$ cat config.mk
export PLATFORM = sky130hd
export DESIGN_NAME = mult_pow_seq_flat
export DESIGN_NICKNAME = d
export VERILOG_FILES = /design/src/rtl/mult_pow_seq_if.sv /design/src/rtl/mult_pow_seq.sv /design/src/flat_wrapper.sv
export SDC_FILE = /design/constraint.sdc
export NUM_CORES = 1
export LEC_CHECK = 0
export BUFFER_PORTS_ARGS = -buffer_cell sky130_fd_sc_hd__buf_4
export CORE_ASPECT_RATIO = 1.2
export CORE_MARGIN = 2
export CORE_UTILIZATION = 30
export CTS_CLUSTER_SIZE = 24
export DETAILED_ROUTE_END_ITERATION = 10
export PLACE_DENSITY = 0.51
export SYNTH_ARGS = -nofsm -noshare
export SYNTH_HDL_FRONTEND = slang
export SYNTH_SLANG_ARGS = --single-unit
$ cat constraint.sdc
create_clock -name clk -period 10.7 [get_ports clk]
set_input_delay 0.535 -clock clk [delete_from_list [all_inputs] [get_ports clk]]
set_output_delay 0.535 -clock clk [all_outputs]
set_load 0.005 [all_outputs]
$ cat src/rtl/mult_pow_seq_if.sv
// Request/response bundle for mult_pow_seq: operand handshake in, result handshake out.
interface mult_pow_seq_if #(
  parameter int unsigned WIDTH = 8,
  parameter int unsigned EXP_W = 4
);
  logic             in_valid;
  logic             in_ready;
  logic [WIDTH-1:0] a;
  logic [WIDTH-1:0] b;
  logic [EXP_W-1:0] k;
  logic             out_valid;
  logic             out_ready;
  logic [WIDTH-1:0] out;
  logic             overflow;

  modport master (
    output in_valid, a, b, k, out_ready,
    input  in_ready, out_valid, out, overflow
  );

  modport slave (
    input  in_valid, a, b, k, out_ready,
    output in_ready, out_valid, out, overflow
  );
endinterface

$ cat src/rtl/mult_pow_seq.sv
// Iterative a * b^k (mod 2^WIDTH): one shift-add multiplier bit per cycle, k passes,
// sticky overflow when any pass product spills past WIDTH bits.
module mult_pow_seq #(
  parameter int unsigned WIDTH = 8,
  parameter int unsigned EXP_W = 4
) (
  input  logic               clk,
  input  logic               rst_n,
  mult_pow_seq_if.slave      bus
);

  localparam int unsigned IDX_W = (WIDTH > 1) ? $clog2(WIDTH) : 1;
  localparam int unsigned PW    = 2 * WIDTH;

  typedef enum logic [1:0] {
    IDLE = 2'd0,
    MUL  = 2'd1,
    DONE = 2'd2
  } state_t;

  state_t           state, state_nxt;
  logic [WIDTH-1:0] b_reg;
  logic [WIDTH-1:0] acc;
  logic [PW-1:0]    prod;
  logic [IDX_W-1:0] bit_idx;
  logic [EXP_W-1:0] pass_cnt;
  logic             ovf;

  logic             accept;
  logic             last_bit;
  logic             last_pass;
  logic [PW-1:0]    term;
  logic [PW-1:0]    psum;
  logic             ovf_nxt;

  // Next-state decode plus the current-cycle partial sum
  always_comb begin
    state_nxt = state;
    accept    = 1'b0;
    last_bit  = 1'b0;
    last_pass = 1'b0;
    term      = b_reg[bit_idx] ? ({{WIDTH{1'b0}}, acc} << bit_idx) : '0;
    psum      = prod + term;
    ovf_nxt   = ovf | (psum[PW-1:WIDTH] != '0);
    case (state)
      IDLE: begin
        if (bus.in_valid) begin
          accept    = 1'b1;
          state_nxt = (bus.k == '0) ? DONE : MUL;
        end
      end
      MUL: begin
        if (bit_idx == IDX_W'(WIDTH - 1)) begin
          last_bit = 1'b1;
          if (pass_cnt == EXP_W'(1)) begin
            last_pass = 1'b1;
            state_nxt = DONE;
          end
        end
      end
      DONE: begin
        if (bus.out_ready) state_nxt = IDLE;
      end
      default: state_nxt = IDLE;
    endcase
  end

  // State, handshake flags and datapath registers
  always_ff @(posedge clk or negedge rst_n) begin
    if (!rst_n) begin
      state         <= IDLE;
      bus.in_ready  <= 1'b1;
      bus.out_valid <= 1'b0;
      bus.out       <= '0;
      bus.overflow  <= 1'b0;
      b_reg         <= '0;
      acc           <= '0;
      prod          <= '0;
      bit_idx       <= '0;
      pass_cnt      <= '0;
      ovf           <= 1'b0;
    end else begin
      state         <= state_nxt;
      bus.in_ready  <= (state_nxt == IDLE);
      bus.out_valid <= (state_nxt == DONE);
      if (accept) begin
        b_reg    <= bus.b;
        acc      <= bus.a;
        ovf      <= 1'b0;
        pass_cnt <= bus.k;
        bit_idx  <= '0;
        prod     <= '0;
        if (bus.k == '0) begin
          bus.out      <= bus.a;
          bus.overflow <= 1'b0;
        end
      end else if (state == MUL) begin
        if (last_bit) begin
          acc      <= psum[WIDTH-1:0];
          ovf      <= ovf_nxt;
          prod     <= '0;
          bit_idx  <= '0;
          pass_cnt <= pass_cnt - 1'b1;
          if (last_pass) begin
            bus.out      <= psum[WIDTH-1:0];
            bus.overflow <= ovf_nxt;
          end
        end else begin
          prod    <= psum;
          bit_idx <= bit_idx + 1'b1;
        end
      end
    end
  end

endmodule

$ cat src/flat_wrapper.sv
// flat-port wrapper written by rule: the top's interface ports become plain ports
module mult_pow_seq_flat 
#(
  parameter int unsigned WIDTH = 8,
  parameter int unsigned EXP_W = 4
)
  (clk, rst_n, bus_in_valid, bus_a, bus_b, bus_k, bus_out_ready, bus_in_ready, bus_out_valid, bus_out, bus_overflow);
  mult_pow_seq_if #(.WIDTH(WIDTH), .EXP_W(EXP_W)) bus_i ();
  input  logic clk;
  input  logic rst_n;
  input wire logic [$bits(bus_i.in_valid)-1:0] bus_in_valid;
  input wire logic [$bits(bus_i.a)-1:0] bus_a;
  input wire logic [$bits(bus_i.b)-1:0] bus_b;
  input wire logic [$bits(bus_i.k)-1:0] bus_k;
  input wire logic [$bits(bus_i.out_ready)-1:0] bus_out_ready;
  output wire logic [$bits(bus_i.in_ready)-1:0] bus_in_ready;
  output wire logic [$bits(bus_i.out_valid)-1:0] bus_out_valid;
  output wire logic [$bits(bus_i.out)-1:0] bus_out;
  output wire logic [$bits(bus_i.overflow)-1:0] bus_overflow;
  assign bus_i.in_valid = bus_in_valid;
  assign bus_i.a = bus_a;
  assign bus_i.b = bus_b;
  assign bus_i.k = bus_k;
  assign bus_i.out_ready = bus_out_ready;
  assign bus_in_ready = bus_i.in_ready;
  assign bus_out_valid = bus_i.out_valid;
  assign bus_out = bus_i.out;
  assign bus_overflow = bus_i.overflow;
  mult_pow_seq #(.WIDTH(WIDTH), .EXP_W(EXP_W)) u_core (.clk(clk), .rst_n(rst_n), .bus(bus_i));
endmodule
==> metrics.md <==
| Metric | Value |
|---|---|
| Status | complete, no violations |
| Crit path max fanout | 19 |
| Min cycle time layout | 4.11 ns |
| Synth Instances | 363 |
| Drt wl/cell | 15.5 um |
| DRT iter0 DRCs | 76 |
| Synth Area in XOR/XNOR | 0.0319 |
| CTS buffer count | 5 |
| Synth warnings | 0 |
| Final core utilization | 0.356 |
| Skew final | 0.00663 ns |
| Critical-path top delay cell | dfrtp_1 |
| Post-synth design cell area | 0.00330 sq mm |
| Nets | 432 |
| Die W | 99.7 um |
| Worst Path Required | 10.85 ns |
| Post-synthesis cell type count | 56 |
| Post CTS Setup Buffer Count | 0 |
| Worst setup SP type | flop |
| Sw frac | 0.443 |
| Critical Path Source | u_core.bit_idx[0] |
| DIE AREA | 0.0119 sq mm |
| Area Overhead vs Synth | 14.6% |
| DRC violations left | 0 |
| Fin. Hold Viols | 0 |
| Avg Vias per Cell | around 5 |
| Crit. End Element | flop |
| Main combinational cell family by area after synthesis | compound AO/OA/AOI/OAI gates |
| Worst slack, placed | roughly 6.6 ns |
| H-tree Lvls | 2 |
| Worst r2r src | u_core.bit_idx[0] |
| Share of layout cells above drive strength 1 | 0.162 |
| Largest net degree at the start of global routing | 54 |
| Mean Syn Cell Area | 9.09 sq um |
| Comb power frac | 0.546 |
| Endpoints failing setup | 0 |
| Top cells by area, synth | dfrtp_1 39%, ha_1 7.2%, nand2_1 7.1% |
| Core area | between 0.01 and 0.015 sq mm |
| LEAKAGE | 1.79 nW |
| Post-synthesis sequential area ratio | 0.403 |
| Area fraction in compound gates after synthesis | 0.204 |
| Yosys top cell area share | 0.395 |
| Router iterations before antenna repair | 4 |
| Syn nets | 407 |
| Delay-heaviest family, CP | compound AO/OA/AOI/OAI gates |
| CP max stage delay | 0.73 ns |
| Worst Slack Setup Final | 6.59 ns |
| Final Total Pwr | between 1 and 1.5 mW |
| Max VDD drop | between 0.0001 and 0.00015 V |
| Setup CP Type | flop to flop |
| Hold/Removal Path Class | input pin to async pin |
| Std-Cell Rows | about 40 |
| Clk pin slew, worst setup/hold paths | 0.07 ns |
| Dpl cells | 510 |
| Most frequent cell after synthesis | nand2_1 |
| Vias | about 2600 |
| DP HPWL | 6.16 mm |
| PD cells | 308 mW/mm^2 |
| EDFF count, synth | 0 |
| Most instantiated cells after synthesis | 62 x nand2_1, 52 x dfrtp_1, 40 x nor2_1, 24 x a21oi_1, 21 x o21ai_0 |
| Primary FF master, synth | dfrtp_1 |
| Synth area leader | dfrtp_1 |
| Total Wirelength | 8.03 mm |
| Post-cts resize count | 0 |
| Tightest Pin Transition | 1.09 ns |
| #FFs+latches synth | 53 |
| Flip-flop count of the largest register after layout | 16 |
| Longest Clk Path Bufs | 2 |
| Clock Latency Late Sink | roughly 0.30 ns |
| Root Buffer | clkbuf_16 |
| First-pass GRT wire length | 13.5 mm |
| Vert. Die Dim | 119 um |
| Fin crit share | 0.384 |
| Initial antenna violation count | 0 |
| Seq pwr share | 0.316 |
| Max_slew headroom | 0.274 |
| Sw power | 0.516 mW |
| Worst path cell trace | mux4_2 -> nand2_1 -> and2_1 -> a211oi_1 -> ha_1 -> a21oi_4 -> o22ai_4 -> a221oi_1 -> o21ai_0 -> xor2_1 -> nor4_2 -> a41oi_1 |
| Post-Synth Simple-Gate Area | 0.182 |
| GRT overflow | 0 |
| Final Cell Area | 0.00378 sq mm |
| Ant. Diodes | 0 |
| Antenna violation net count after detailed routing | 0 |
| Post-Layout Cell Count | between 500 and 600 |
| Clk pwr share | 0.138 |
| Worst EP arrival | 4.25 ns |
| Port bufs | 34 |
| Initial Util | 0.311 |
| Total GRT Usage | 0.143 |
| Clock sinks | 53 |
| WHS | 0.268 ns |
| Achievable frequency | 243 MHz |
| CTS tree | yes |
| Ys async rst share | 1.00 |
| Dpl cell area | between 0.003 and 0.004 sq mm |
| IO Count | 35 |
| Vias in the first global route | 2654 |
| Buffers and inverters on the worst path | 0 |
| Max-slew violations | 0 |
| Max-cap check violation count | 0 |
| Post-route setup TNS | 0 ns |
| Hold Buf Count CTS | 0 |
| Largest Register | u_core.prod |
| RD Place Congestion | 0.824 |
| Post-Synth Adder-Cell Area | 0.0781 |
| RSZ-0062 raised after global routing | no |
| Post-synthesis mux area share | 0.0641 |
| Internal power | 0.650 mW |
[routing by layer]
metal	track usage	share of wire	up-vias
met3	0.0182	0.022	6
met2	0.250	0.51	30
met1	0.184	0.45	1273
li1	-	-	1332
met5	0	0	-
met4	0.0411	0.014	0
[worst paths after layout]
check | end | slack, ns | cells past startpoint
min in group clk | u_core.b_reg[3] | 0.43 | 3
max in group asynchronous | u_core.prod[6] | 9.97 | 1
setup reg to reg | u_core.ovf | 6.59 | 12
setup / recovery | u_core.ovf | 6.59 | 12
hold reg to reg | u_core.b_reg[6] | 0.49 | 2
hold / removal | u_core.pass_cnt[2] | 0.27 | 1
[power groups by stage]
stage          combinational [mW]  sequential, mW  clock (mW)
2_1_floorplan               0.517           0.330           0
6_report                    0.637           0.369       0.161
5_1_grt                     0.712           0.381       0.173
4_1_cts                     0.640           0.369       0.165
3_5_place_dp                0.639           0.371           0
3_3_place_gp                0.631           0.370           0
[cell usage in the layout, fill, tap and decap left out, types with 4 or more instances in the layout]
master,n
xnor2_1,5
ha_1,19
mux2i_1,11
a21oi_1,24
nand2_1,62
nor2b_1,4
nand3_1,7
a31oi_1,9
inv_1,11
nor2_1,40
and2_1,4
a22o_1,10
clkbuf_16,5
dfrtp_1,52
o21ai_0,21
xor2_1,7
a21o_1,5
nor3_1,5
mux2_2,5
buf_4,35
[worst register-to-register path, delay by kind of cell, from the launching register on]
kind / cells / cell delay, ns
and+or+nand+nor: 3 / 0.77
muxes: 1 / 0.57
AOI/OAI and AO/OA: 6 / 1.32
xor gates and xnor gates: 1 / 0.18
DFF: 1 / 0.73
adders and majority gates: 1 / 0.38
[cell families (layout without fill, tap and decap cells)]
logic type / after synthesis / after routing
adder cells (fa/ha/maj): 20 / 20
buffers and inverters: 28 / 54
XOR/XNOR: 12 / 12
multiplexers: 18 / 18
flip-flops: 53 / 53
AND/OR/NAND/NOR: 136 / 136
AO/OA/AOI/OAI: 96 / 96
[cell type report]
type,count,area (sq um)
tap,129,161
timing repair buffer,35,263
clock inverter,1,7.51
fill,1047,6840
sequential,53,1330
multi-input combinational,282,1850
clock buffer,7,133
inverter,11,41.3
Note: power is estimated with default switching activity, not from simulation.
